`config.mk`:
```
export PLATFORM = sky130hd
export DESIGN_NAME = des_round_ctrl
export DESIGN_NICKNAME = d
export VERILOG_FILES = /design/src/rtl/des_round_ctrl.sv
export SDC_FILE = /design/constraint.sdc
export NUM_CORES = 1
export LEC_CHECK = 0
export ABC_CLOCK_PERIOD_IN_PS = 3100
export CORE_ASPECT_RATIO = 0.7
export CORE_MARGIN = 2
export CORE_UTILIZATION = 40
export DETAILED_ROUTE_END_ITERATION = 16
export PLACE_DENSITY = 0.85
export SLEW_MARGIN = 0
export SYNTH_ARGS = -nofsm -noshare
export SYNTH_HDL_FRONTEND = slang
export SYNTH_SLANG_ARGS = --single-unit
export TNS_END_PERCENT = 1
```
`constraint.sdc`:
```
create_clock -name clk -period 3.1 [get_ports clk]
set_clock_uncertainty 0.05 [all_clocks]
set_input_delay 0.31 -clock clk [delete_from_list [all_inputs] [get_ports clk]]
set_output_delay 0.31 -clock clk [all_outputs]
set_load 0.1 [all_outputs]
```
`src/rtl/des_round_ctrl.sv`:
```
// Job sequencer for the iterative DES core: accepts a key/direction, runs 16 rounds, then holds the result.
// Optional key-parity checking is enabled by defining DES_KEY_PARITY_EN.
module des_round_ctrl (
  input  logic        clk,
  input  logic        reset,
  input  logic        in_valid,
  output logic        in_ready,
  input  logic        in_decrypt,
  input  logic [1:64] in_key,
  output logic [1:64] key,
  output logic        decrypt,
  output logic [3:0]  roundSel,
  output logic        dp_load,
  output logic        dp_round_en,
  output logic        dp_final,
  output logic        out_valid,
  input  logic        out_ready,
  output logic        busy,
  output logic        err,
  output logic [1:0]  dbg_state
);

  // Handshakes: a transfer happens on a rising edge where valid and ready are both high;
  // valid never waits on ready, and out_valid/key/decrypt stay frozen until the transfer.
  localparam logic [1:0] S_IDLE  = 2'd0;
  localparam logic [1:0] S_ROUND = 2'd1;
  localparam logic [1:0] S_DONE  = 2'd2;

  logic [1:0]  state_q, state_d;
  logic [3:0]  round_q, round_d;
  logic [1:64] key_q, key_d;
  logic        decrypt_q, decrypt_d;
  logic        err_q, err_d;
  logic        parity_ok;
  logic        req;

`ifdef DES_KEY_PARITY_EN
  always_comb begin
    parity_ok = 1'b1;
    for (int i = 0; i < 8; i++) begin
      if (!(^in_key[8*i+1 +: 8])) parity_ok = 1'b0;
    end
  end
`else
  assign parity_ok = 1'b1;
`endif

  // A request seen while reset is high is discarded rather than loaded.
  assign req     = in_valid & in_ready & ~reset;
  assign dp_load = req & parity_ok;
  assign err_d   = req & ~parity_ok;

  always_comb begin
    state_d   = state_q;
    round_d   = round_q;
    key_d     = key_q;
    decrypt_d = decrypt_q;
    case (state_q)
      S_IDLE: begin
        if (dp_load) begin
          key_d     = in_key;
          decrypt_d = in_decrypt;
          round_d   = 4'd0;
          state_d   = S_ROUND;
        end
      end
      S_ROUND: begin
        round_d = round_q + 4'd1;
        if (round_q == 4'd15) state_d = S_DONE;
      end
      S_DONE: begin
        if (out_ready) state_d = S_IDLE;
      end
      default: state_d = S_IDLE;
    endcase
  end

  always_ff @(posedge clk or posedge reset) begin
    if (reset) begin
      state_q   <= S_IDLE;
      round_q   <= 4'd0;
      key_q     <= '0;
      decrypt_q <= 1'b0;
      err_q     <= 1'b0;
    end else begin
      state_q   <= state_d;
      round_q   <= round_d;
      key_q     <= key_d;
      decrypt_q <= decrypt_d;
      err_q     <= err_d;
    end
  end

  assign in_ready    = (state_q == S_IDLE);
  assign dp_round_en = (state_q == S_ROUND);
  assign dp_final    = (state_q == S_ROUND) && (round_q == 4'd15);
  assign out_valid   = (state_q == S_DONE);
  assign busy        = (state_q == S_ROUND) || (state_q == S_DONE);
  assign roundSel    = round_q;
  assign key         = key_q;
  assign decrypt     = decrypt_q;
  assign err         = err_q;
  assign dbg_state   = state_q;

endmodule

```
After elaboration in Yosys (flattened, before gate mapping)
Index checks and enable logic that the tools add are counted.

storage, ports and cells
  flip-flop bits (word level) = 71
  bits of input ports = 69
  logic and storage cells = 27

operators by class
  add/subtract/negate cells = 1
  equality and inequality tests = 6
  muxes and demuxes = 6
  bitwise operators = 3
  reductions and logical operators = 7

operators by type and width
  kind                 number
  $pmux 4 s2           1
  $mux 2               3
  $ne 2x1->1 const B   3
  $pmux 2 s3           1
  $add 4x1->4 const B  1
  $eq 4x4->1 const B   1
  $mux 4               1
  $reduce_and 2->1     2
  $reduce_and 3->1     1
  $and 1x1->1          2
  $eq 2x1->1 const B   1
  $eq 2x2->1 const B   1
  $logic_not 2->1      1
  $reduce_bool 2->1    1
  $logic_and 1x1->1    1
  $logic_or 1x1->1     1
  $not 1->1            1

Logic depth before layout (Yosys ltp)
Gate-level depths: netlist of the first run.

  depth in word-level cells = 5
  gate-level depth with buffers = 7
  mapped depth without buffers = 5

Worst setup path before layout of the first run
No wires, ideal clock.

  path type = register -> output
  from = reg state_q[0], in the netlist dbg_state[0]
  to = out dp_final
  data arrival time = 3472 ps
  required time = 2740 ps
  path slack = -732 ps
  stages on the path, launching flop included = 4
  path through = dfrtp_1 ha_1 inv_1 nor2_1

on the way
  cells in the longest elaborated chain, start to end = 2

RTL lines
  item                    line  source
  from (decl)             29    logic [1:0] state_q, state_d;
  from (signal assigned)  86    state_q <= state_d;
  $eq 2x1->1              -
  via dp_round_en         14    output logic dp_round_en,
  $logic_and 1x1->1       96    assign dp_final = (state_q == S_ROUND) && (round_q == 4'd15);
  to (decl)               15    output logic dp_final,

The timed path passes the listed nets, and every way through them passes these cells.

Final worst setup path of the first run
  from = reg state_q[0], in the netlist dbg_state[0]
  to = out dbg_state[0]

RTL lines
  item       line  source
  to (decl)  20    output logic [1:0] dbg_state

No word-level cell between the ends.

==> impl_metrics.env, run 1 <==
export IMPL_status="finished, final reports clean"
export IMPL_m1WireLength_um=2850
export IMPL_die_w_um=104
export IMPL_cts_htree_levels=3
export IMPL_ff2ff_path_depth=5
export IMPL_grt_max_degree=72
export IMPL_clk_latency_ns=0.33
export IMPL_setup_violations_final=0
export IMPL_seq_area_frac_synth_pct=62.9
export IMPL_wl_per_cell_um=15.7
export IMPL_highest_layer="met4"
export IMPL_gr_usage_all_layers_pct=17.8
export IMPL_hold_viol_final=0
export IMPL_ctsHoldBuffers=0
export IMPL_crit_family="buffers and inverters"
export IMPL_port_buffers=145
export IMPL_ys_warn_count=0
export IMPL_synthTopCellsByArea="dfrtp_1 (63%), mux2_2 (26%), buf_6 (2.0%), ha_1 (1.8%), a211o_1 (0.93%)"
export IMPL_area_delta_synth_final_pct=61.2
export IMPL_syn_num_nets=253
export IMPL_hpwl_um=5060
export IMPL_fin_crit_ns=2.22
export IMPL_grt_pass1_vias=2140
export IMPL_vias=1982
export IMPL_avgSynthCellArea_um2=15.7
export IMPL_cts_sinks=71
export IMPL_fin_area_um2=4550
export IMPL_setup_ws_ns=0.882
export IMPL_place_area_um2=4320
export IMPL_path_cells="clkdlybuf4s50_1"
export IMPL_cts_buffer_depth=2
export IMPL_ys_top_cells_by_count="dfrtp_1 (71), mux2_2 (66), buf_6 (5), inv_1 (5), ha_1 (4)"
export IMPL_dr_pass1_iters=2
export IMPL_die_h_um=74.3
export IMPL_crit_slowest_cell="clkdlybuf4s50_1"
export IMPL_critical_path_class="flop to primary output"
export IMPL_slowest_delay_ns=1.14
export IMPL_cts_setup_buffers=0
export IMPL_cts_made_buffers=9
export IMPL_crit_required_ns=2.74
export IMPL_antenna_found_initial=0
export IMPL_pre_cts_ws_ns=1.10
export IMPL_synthFlopType="dfrtp_1"
export IMPL_yosysUniqueCellTypes=24
export IMPL_drive_gt1_share_pct=32.2
export IMPL_fin_nets=403
export IMPL_dieArea_um2=7760
export IMPL_post_cts_resized=0
export IMPL_ant_nets=0
export IMPL_avgViaCountPerCell=4.62
export IMPL_cap_violations=0
export IMPL_ys_ff_latch=71
export IMPL_fp_coreArea_um2=6790
export IMPL_rsz0062_at_grt="false"
export IMPL_slew_limit_headroom_pct=33.3
export IMPL_cts_tree="yes"
export IMPL_synth_top_area_share_pct=62.9
export IMPL_gr_total_overflow=0
export IMPL_first_iter_violations=24
export IMPL_async_flop_share_pct=100
export IMPL_io_pins=147
export IMPL_min_path_type="input port to async pin"
export IMPL_tightest_slew_ns=0.997
export IMPL_period_share_pct=71.6
export IMPL_num_rows=25
export IMPL_path_clk_slew_ns=0.07
export IMPL_fmax_ghz=0.451
export IMPL_wl_met2_um=3160
export IMPL_wl_met3_um=686
export IMPL_cp_buffers_inverters=1
export IMPL_cp_end_kind="primary output"
export IMPL_drcViolationCount=0
export IMPL_synth_largest_area_cell="dfrtp_1"
export IMPL_syn_area_um2=2830
export IMPL_cp_num_cells=1
export IMPL_routed_wl_um=6730
export IMPL_synthCells=180
export IMPL_initial_utilization_pct=41.6
export IMPL_n_antenna_cell=0
export IMPL_slew_viol_final=0
export IMPL_worstPathArrival_ns=1.86
export IMPL_synth_edf_count=0
export IMPL_startpoint_type="flop"
export IMPL_cp_max_fo=3
export IMPL_post_synth_top_count_cell="dfrtp_1"
export IMPL_gp_congestion=0.785
export IMPL_grt_pass1_wl_um=10400
export IMPL_cts_root_buf="clkbuf_8"
[per-layer routing]
layer | global-route usage, % | vias up
met5 | 0 | -
met3 | 9.82 | 4
met4 | 4.05 | 0
met1 | 21.1 | 955
met2 | 29.0 | 96
li1 | - | 927
[kinds of logic after synthesis]
| group | Yosys count | share of synthesized area, % |
|---|---|---|
| AOI/OAI and AO/OA | 10 | 2.79 |
| muxes | 67 | 26.7 |
| buffers and inverters | 14 | 3.45 |
| DFF | 71 | 62.9 |
| adders and majority gates | 4 | 1.77 |
| other | 1 | 0.133 |
| and+or+nand+nor | 13 | 2.30 |
[cell type report]
class	count	area, µm²
sequential	71	1780
inverter	5	18.8
fill	523	2230
tap	94	118
clock buffer	11	151
multi-input combinational	95	958
timing repair buffer	148	1450
clock inverter	5	80.1
[worst reg2reg max path: stages, from the launching register on]
cell	delay, ns
dfrtp_1	0.38
inv_1	0.09
ha_2	0.25
nand2_2	0.08
buf_4	0.41
mux2_2	0.44
[path summary, 6_finish.rpt]
path / end / slack (ns) / from
worst max-delay path: dbg_state[0] / 0.88 / dbg_state[0]
worst min-delay path: key[50] / 0.37 / reset
worst max register to register: key[22] / 1.29 / dbg_state[0]
worst min register to register: key[21] / 0.46 / key[21]
max in group asynchronous: key[24] / 2.32 / reset
min in group clk: key[21] / 0.46 / key[21]
[through the flow]
step / hold WS (ns) / TNS, ns / utilization, % / std cells
global route: 0.400 / 0 / 67.1 / 429
finish: 0.374 / 0 / 67.1 / 429
detailed placement: 0.442 / 0 / 63.7 / 413
global placement: 0.436 / 0 / 63.7 / 413
CTS: 0.380 / 0 / 67.1 / 429
floorplan: 0.410 / -0.299 / - / 180
[cell usage in the layout (no fill, tap or decap), drive strengths merged, types with 3 or more instances in the layout]
cell type / n
nand2: 3
a211o: 3
buf: 22
ha: 4
clkbuf: 11
clkdlybuf4s50: 126
dfrtp: 71
nor2: 3
mux2: 66
inv: 5
[sequential cells by signal, indices dropped and copies added (netlist names)]
signal	count
decrypt	1
key	64
dbg_state	2
roundSel	4
Power of run 1 is not shown: default switching activity piles up to over one toggle a cycle in this logic, so the estimate is an artifact.
==> inputs of run 2 (changes only) <==
ABC_CLOCK_PERIOD_IN_PS = 2200   (was 3100)
CORE_UTILIZATION = 39   (was 40)
PLACE_DENSITY = 0.83   (was 0.85)
clock period = 2.2 ns   (was 3.1 ns; I/O delays follow)
==> impl_metrics.env, run 2 (same netlist as run 1, synthesis figures left out) <==
export IMPL_fin_tns_setup_ns=0
export IMPL_gr_total_overflow=0
export IMPL_avgViaCountPerCell=4.72
export IMPL_dieArea_um2=7950
export IMPL_vias=2023
export IMPL_post_cts_resized=0
export IMPL_fmax_ghz=0.507
export IMPL_ctsHoldBuffers=0
export IMPL_pre_cts_ws_ns=0.216
export IMPL_setup_violations_final=0
export IMPL_slowest_delay_ns=0.41
export IMPL_die_w_um=106
export IMPL_port_buffers=145
export IMPL_critical_path_class="flop to primary output"
export IMPL_ant_nets=0
export IMPL_routed_wl_um=6540
export IMPL_fp_coreArea_um2=6880
export IMPL_grt_pass1_wl_um=10000
export IMPL_slew_viol_final=0
export IMPL_startpoint_type="flop"
export IMPL_cp_max_fo=24
export IMPL_cts_setup_buffers=0
export IMPL_crit_slowest_cell="dfrtp_2"
export IMPL_fin_nets=404
export IMPL_antenna_found_initial=0
export IMPL_fin_crit_ns=1.97
export IMPL_gr_usage_all_layers_pct=16.8
export IMPL_cts_sinks=71
export IMPL_grt_max_degree=45
export IMPL_worstPathArrival_ns=1.70
export IMPL_cp_end_kind="primary output"
export IMPL_clk_latency_ns=0.33
export IMPL_cts_htree_levels=3
export IMPL_cts_tree="yes"
export IMPL_final_cell_mix="buf_4 (76), dfrtp_1 (69), clkdlybuf4s50_1 (68)"
export IMPL_cts_root_buf="clkbuf_8"
export IMPL_io_pins=147
export IMPL_path_cells="inv_2 > ha_4 > nand2_4 > clkinvlp_4 > buf_12"
export IMPL_cts_buffer_depth=2
export IMPL_dr_pass1_iters=4
export IMPL_grt_pass1_vias=2082
export IMPL_cts_made_buffers=9
export IMPL_n_antenna_cell=0
export IMPL_timing_rr_start="dbg_state[0]"
export IMPL_first_iter_violations=38
export IMPL_min_path_type="input port to async pin"
export IMPL_status="finished, final reports clean"
export IMPL_setup_ws_ns=0.228
export IMPL_timing_hold_ws_ns=0.0951
export IMPL_area_delta_synth_final_pct=59.6
export IMPL_rrSetupSlack_ns=0.45
export IMPL_ff2ff_path_depth=5
export IMPL_largest_register_ffs=64
export IMPL_hold_viol_final=0
export IMPL_path_clk_slew_ns=0.07
export IMPL_drcViolationCount=0
export IMPL_gp_congestion=0.725
export IMPL_drive_gt1_share_pct=51.3
export IMPL_rsz0062_at_grt="false"
export IMPL_initial_utilization_pct=41.1
export IMPL_hpwl_um=4910
export IMPL_crit_required_ns=1.93
export IMPL_wl_per_cell_um=15.3
export IMPL_die_h_um=75.2
export IMPL_period_share_pct=89.6
export IMPL_num_rows=25
export IMPL_cap_violations=0
export IMPL_rr_endpoint="key[43]"
export IMPL_layout_cells_most_common="buf_4"
run 2: cell count changes in the layout (fill, tap and decap cells not counted), sizes merged:
cell	before	now
buf	22	81
bufinv	2	3
clkbuf	11	10
clkdlybuf4s50	126	68
inv	5	4
run 2: per-layer routing:
| layer | up-vias | share of wire [%] | global-route usage (%) |
|---|---|---|---|
| li1 | 928 | - | - |
| met1 | 991 | 41 | 20.1 |
| met2 | 95 | 48 | 26.7 |
| met3 | 9 | 10 | 8.31 |
| met4 | 0 | 1.3 | 6.14 |
| met5 | - | 0 | 0 |
run 2: area by class of cell:
cell class              count  area [µm²]
flip-flops and latches     71        1780
fillers                   541        2370
multi-input cells          95         991
inverters                   5        25.0
clock buffers              10         138
well taps                  94         118
clock inverters             5         106
repair buffers            149        1350
run 2: worst max-delay path: cells and delay by family (launching register included):
family        cells  cell delay, ns
fa+ha+maj         1            0.20
buf+inv           3            0.45
flops             1            0.41
simple gates      1            0.31
run 2: through the flow:
stage               area (µm²)  std cells  utilization [%]
global placement          4260        414             62.0
detailed placement        4260        414             62.0
floorplan                 2890        180                -
CTS                       4510        429             65.5
finish                    4510        429             65.5
global route              4510        429             65.5
run 2: worst max-delay path by stage:
stage                      start       to  slack (ns)  depth (start not counted)
global route        dbg_state[0]  dp_load        0.13                          5
global placement        in_valid  key[42]        0.26                          5
detailed placement      in_valid  key[43]        0.22                          5
finish              dbg_state[0]  dp_load        0.23                          5
floorplan           dbg_state[0]  dp_load       -0.10                          7
CTS                 dbg_state[0]  dp_load        0.19                          5
Power of run 2 is left out for the same reason.
==> inputs of run 3 (changes only) <==
ABC_AREA = 1   (was default)
ABC_CLOCK_PERIOD_IN_PS = default   (was 2200)
MAX_ROUTING_LAYER = met4   (was default)
==> impl_metrics.env, run 3 <==
export IMPL_status="finished, final reports clean"
export IMPL_post_cts_resized=1
export IMPL_cts_made_buffers=9
export IMPL_hold_viol_final=0
export IMPL_cts_root_buf="clkbuf_8"
export IMPL_worstPathArrival_ns=1.84
export IMPL_cp_max_fo=48
export IMPL_largest_register_ffs=64
export IMPL_die_h_um=75.2
export IMPL_dp_cells=553
export IMPL_highest_layer="met4"
export IMPL_cap_violations=0
export IMPL_gr_usage_all_layers_pct=19.5
export IMPL_ys_warn_count=0
export IMPL_clk_latency_ns=0.33
export IMPL_fin_crit_ns=2.11
export IMPL_synth_largest_area_cell="dfrtp_1"
export IMPL_ys_ff_latch=71
export IMPL_ctsHoldBuffers=0
export IMPL_fin_nets=543
export IMPL_cts_setup_buffers=0
export IMPL_setup_violations_final=0
export IMPL_dr_pass1_iters=5
export IMPL_hpwl_um=5140
export IMPL_num_rows=25
export IMPL_tightest_slew_ns=0.846
export IMPL_slew_limit_headroom_pct=43.6
export IMPL_layout_cells_most_common="nand2_1"
export IMPL_path_clk_slew_ns=0.08
export IMPL_syn_num_nets=398
export IMPL_grt_max_degree=72
export IMPL_post_synth_top_count_cell="nand2_1"
export IMPL_dieArea_um2=7950
export IMPL_wl_met3_um=547
export IMPL_cts_tree="yes"
export IMPL_cts_htree_levels=3
export IMPL_cp_end_kind="primary output"
export IMPL_vias=2534
export IMPL_seq_area_frac_synth_pct=62.9
export IMPL_synthTopCellsByArea="dfrtp_1 (63%), nand2_1 (28%), ha_1 (1.8%), nand3_1 (1.8%), buf_4 (1.1%)"
export IMPL_first_iter_violations=88
export IMPL_port_buffers=145
export IMPL_area_delta_synth_final_pct=56.6
export IMPL_drcViolationCount=0
export IMPL_wl_met2_um=3320
export IMPL_wl_per_cell_um=12.8
export IMPL_gr_total_overflow=0
export IMPL_fp_coreArea_um2=6880
export IMPL_die_w_um=106
export IMPL_startpoint_type="flop"
export IMPL_cts_buffer_depth=2
export IMPL_grt_pass1_wl_um=11500
export IMPL_drive_gt1_share_pct=22.6
export IMPL_gp_congestion=0.815
export IMPL_synthCells=325
export IMPL_n_antenna_cell=0
export IMPL_avgViaCountPerCell=4.46
export IMPL_min_path_type="input port to flop"
export IMPL_final_cell_mix="nand2_1 (208), buf_4 (79), clkdlybuf4s50_1 (68)"
export IMPL_syn_area_um2=2830
export IMPL_initial_utilization_pct=41.1
export IMPL_io_pins=147
export IMPL_synth_top_area_share_pct=62.9
export IMPL_synthFlopType="dfrtp_1"
export IMPL_ant_nets=0
export IMPL_timing_hold_ws_ns=0.365
export IMPL_fin_cells=568
export IMPL_cts_sinks=71
export IMPL_final_core_util_pct=64.3
export IMPL_m1WireLength_um=3360
export IMPL_antenna_found_initial=0
export IMPL_slew_viol_final=0
export IMPL_avgSynthCellArea_um2=8.69
export IMPL_rsz0062_at_grt="true"
export IMPL_async_flop_share_pct=100
export IMPL_ys_top_cells_by_count="nand2_1 (208), dfrtp_1 (71), nand3_1 (10), inv_1 (8), clkbuf_1 (6)"
export IMPL_critical_path_class="flop to primary output"
export IMPL_synth_edf_count=0
export IMPL_routed_wl_um=7280
export IMPL_crit_required_ns=1.93
export IMPL_fmax_ghz=0.473
export IMPL_grt_pass1_vias=2433
export IMPL_period_share_pct=96.0
export IMPL_yosysUniqueCellTypes=16
export IMPL_rrSetupSlack_ns=0.15
==> run 3: cell count changes after synthesis, moves of 3 or more <==
cell,previous run,this run
nand2_1,3,208
mux2_2,66,0
nand3_1,2,10
clkbuf_1,0,6
buf_6,5,1
a211o_1,3,0
buf_4,1,4
inv_1,5,8
nand4_1,0,3
==> run 3: kinds of logic after synthesis <==
group                      synth area share (%)
buffers and inverters                      4.16
adders and majority gates                  1.77
and+or+nand+nor                            30.6
other                                     0.133
DFF                                        62.9
xor gates and xnor gates                  0.310
AOI/OAI and AO/OA                         0.177
==> run 3: worst paths after layout <==
| check | startpoint | endpoint | depth (start not counted) |
|---|---|---|---|
| max in group asynchronous | reset | dbg_state[1] | 3 |
| min in group asynchronous | reset | key[34] | 3 |
| setup / recovery | dbg_state[0] | dp_load | 5 |
| hold reg to reg | key[15] | key[15] | 2 |
| hold / removal | in_key[8] | key[8] | 3 |
| setup reg to reg | dbg_state[0] | roundSel[0] | 7 |
==> run 3: layer usage <==
layer,vias up,track usage [%]
li1,1270,-
met1,1158,24.3
met2,102,30.0
met3,4,6.23
met4,0,7.60
met5,-,-
==> run 3: final cells by class <==
type,instances,area (µm²)
inverters,9,40.0
well taps,94,118
fillers,582,2460
clock buffers,10,138
repair buffers,149,1310
multi-input cells,230,973
clock inverters,5,58.8
flip-flops and latches,71,1780
==> run 3: metrics by stage <==
stage	setup TNS (ns)	setup WS [ns]	cell area (µm²)
3_3_place_gp	0	0.129	4220
5_1_grt	-0.0737	-0.0367	4420
6_report	0	0.0870	4420
4_1_cts	0	0.0476	4420
2_1_floorplan	0	0.0291	2880
3_5_place_dp	0	0.0586	4220
==> run 3: critical path: stages, from the launching register on <==
cell     delay, ns
dfrtp_2       0.45
inv_1         0.14
ha_4          0.20
nand3_4       0.09
inv_4         0.37
buf_12        0.24
Power of run 3 is left out for the same reason.
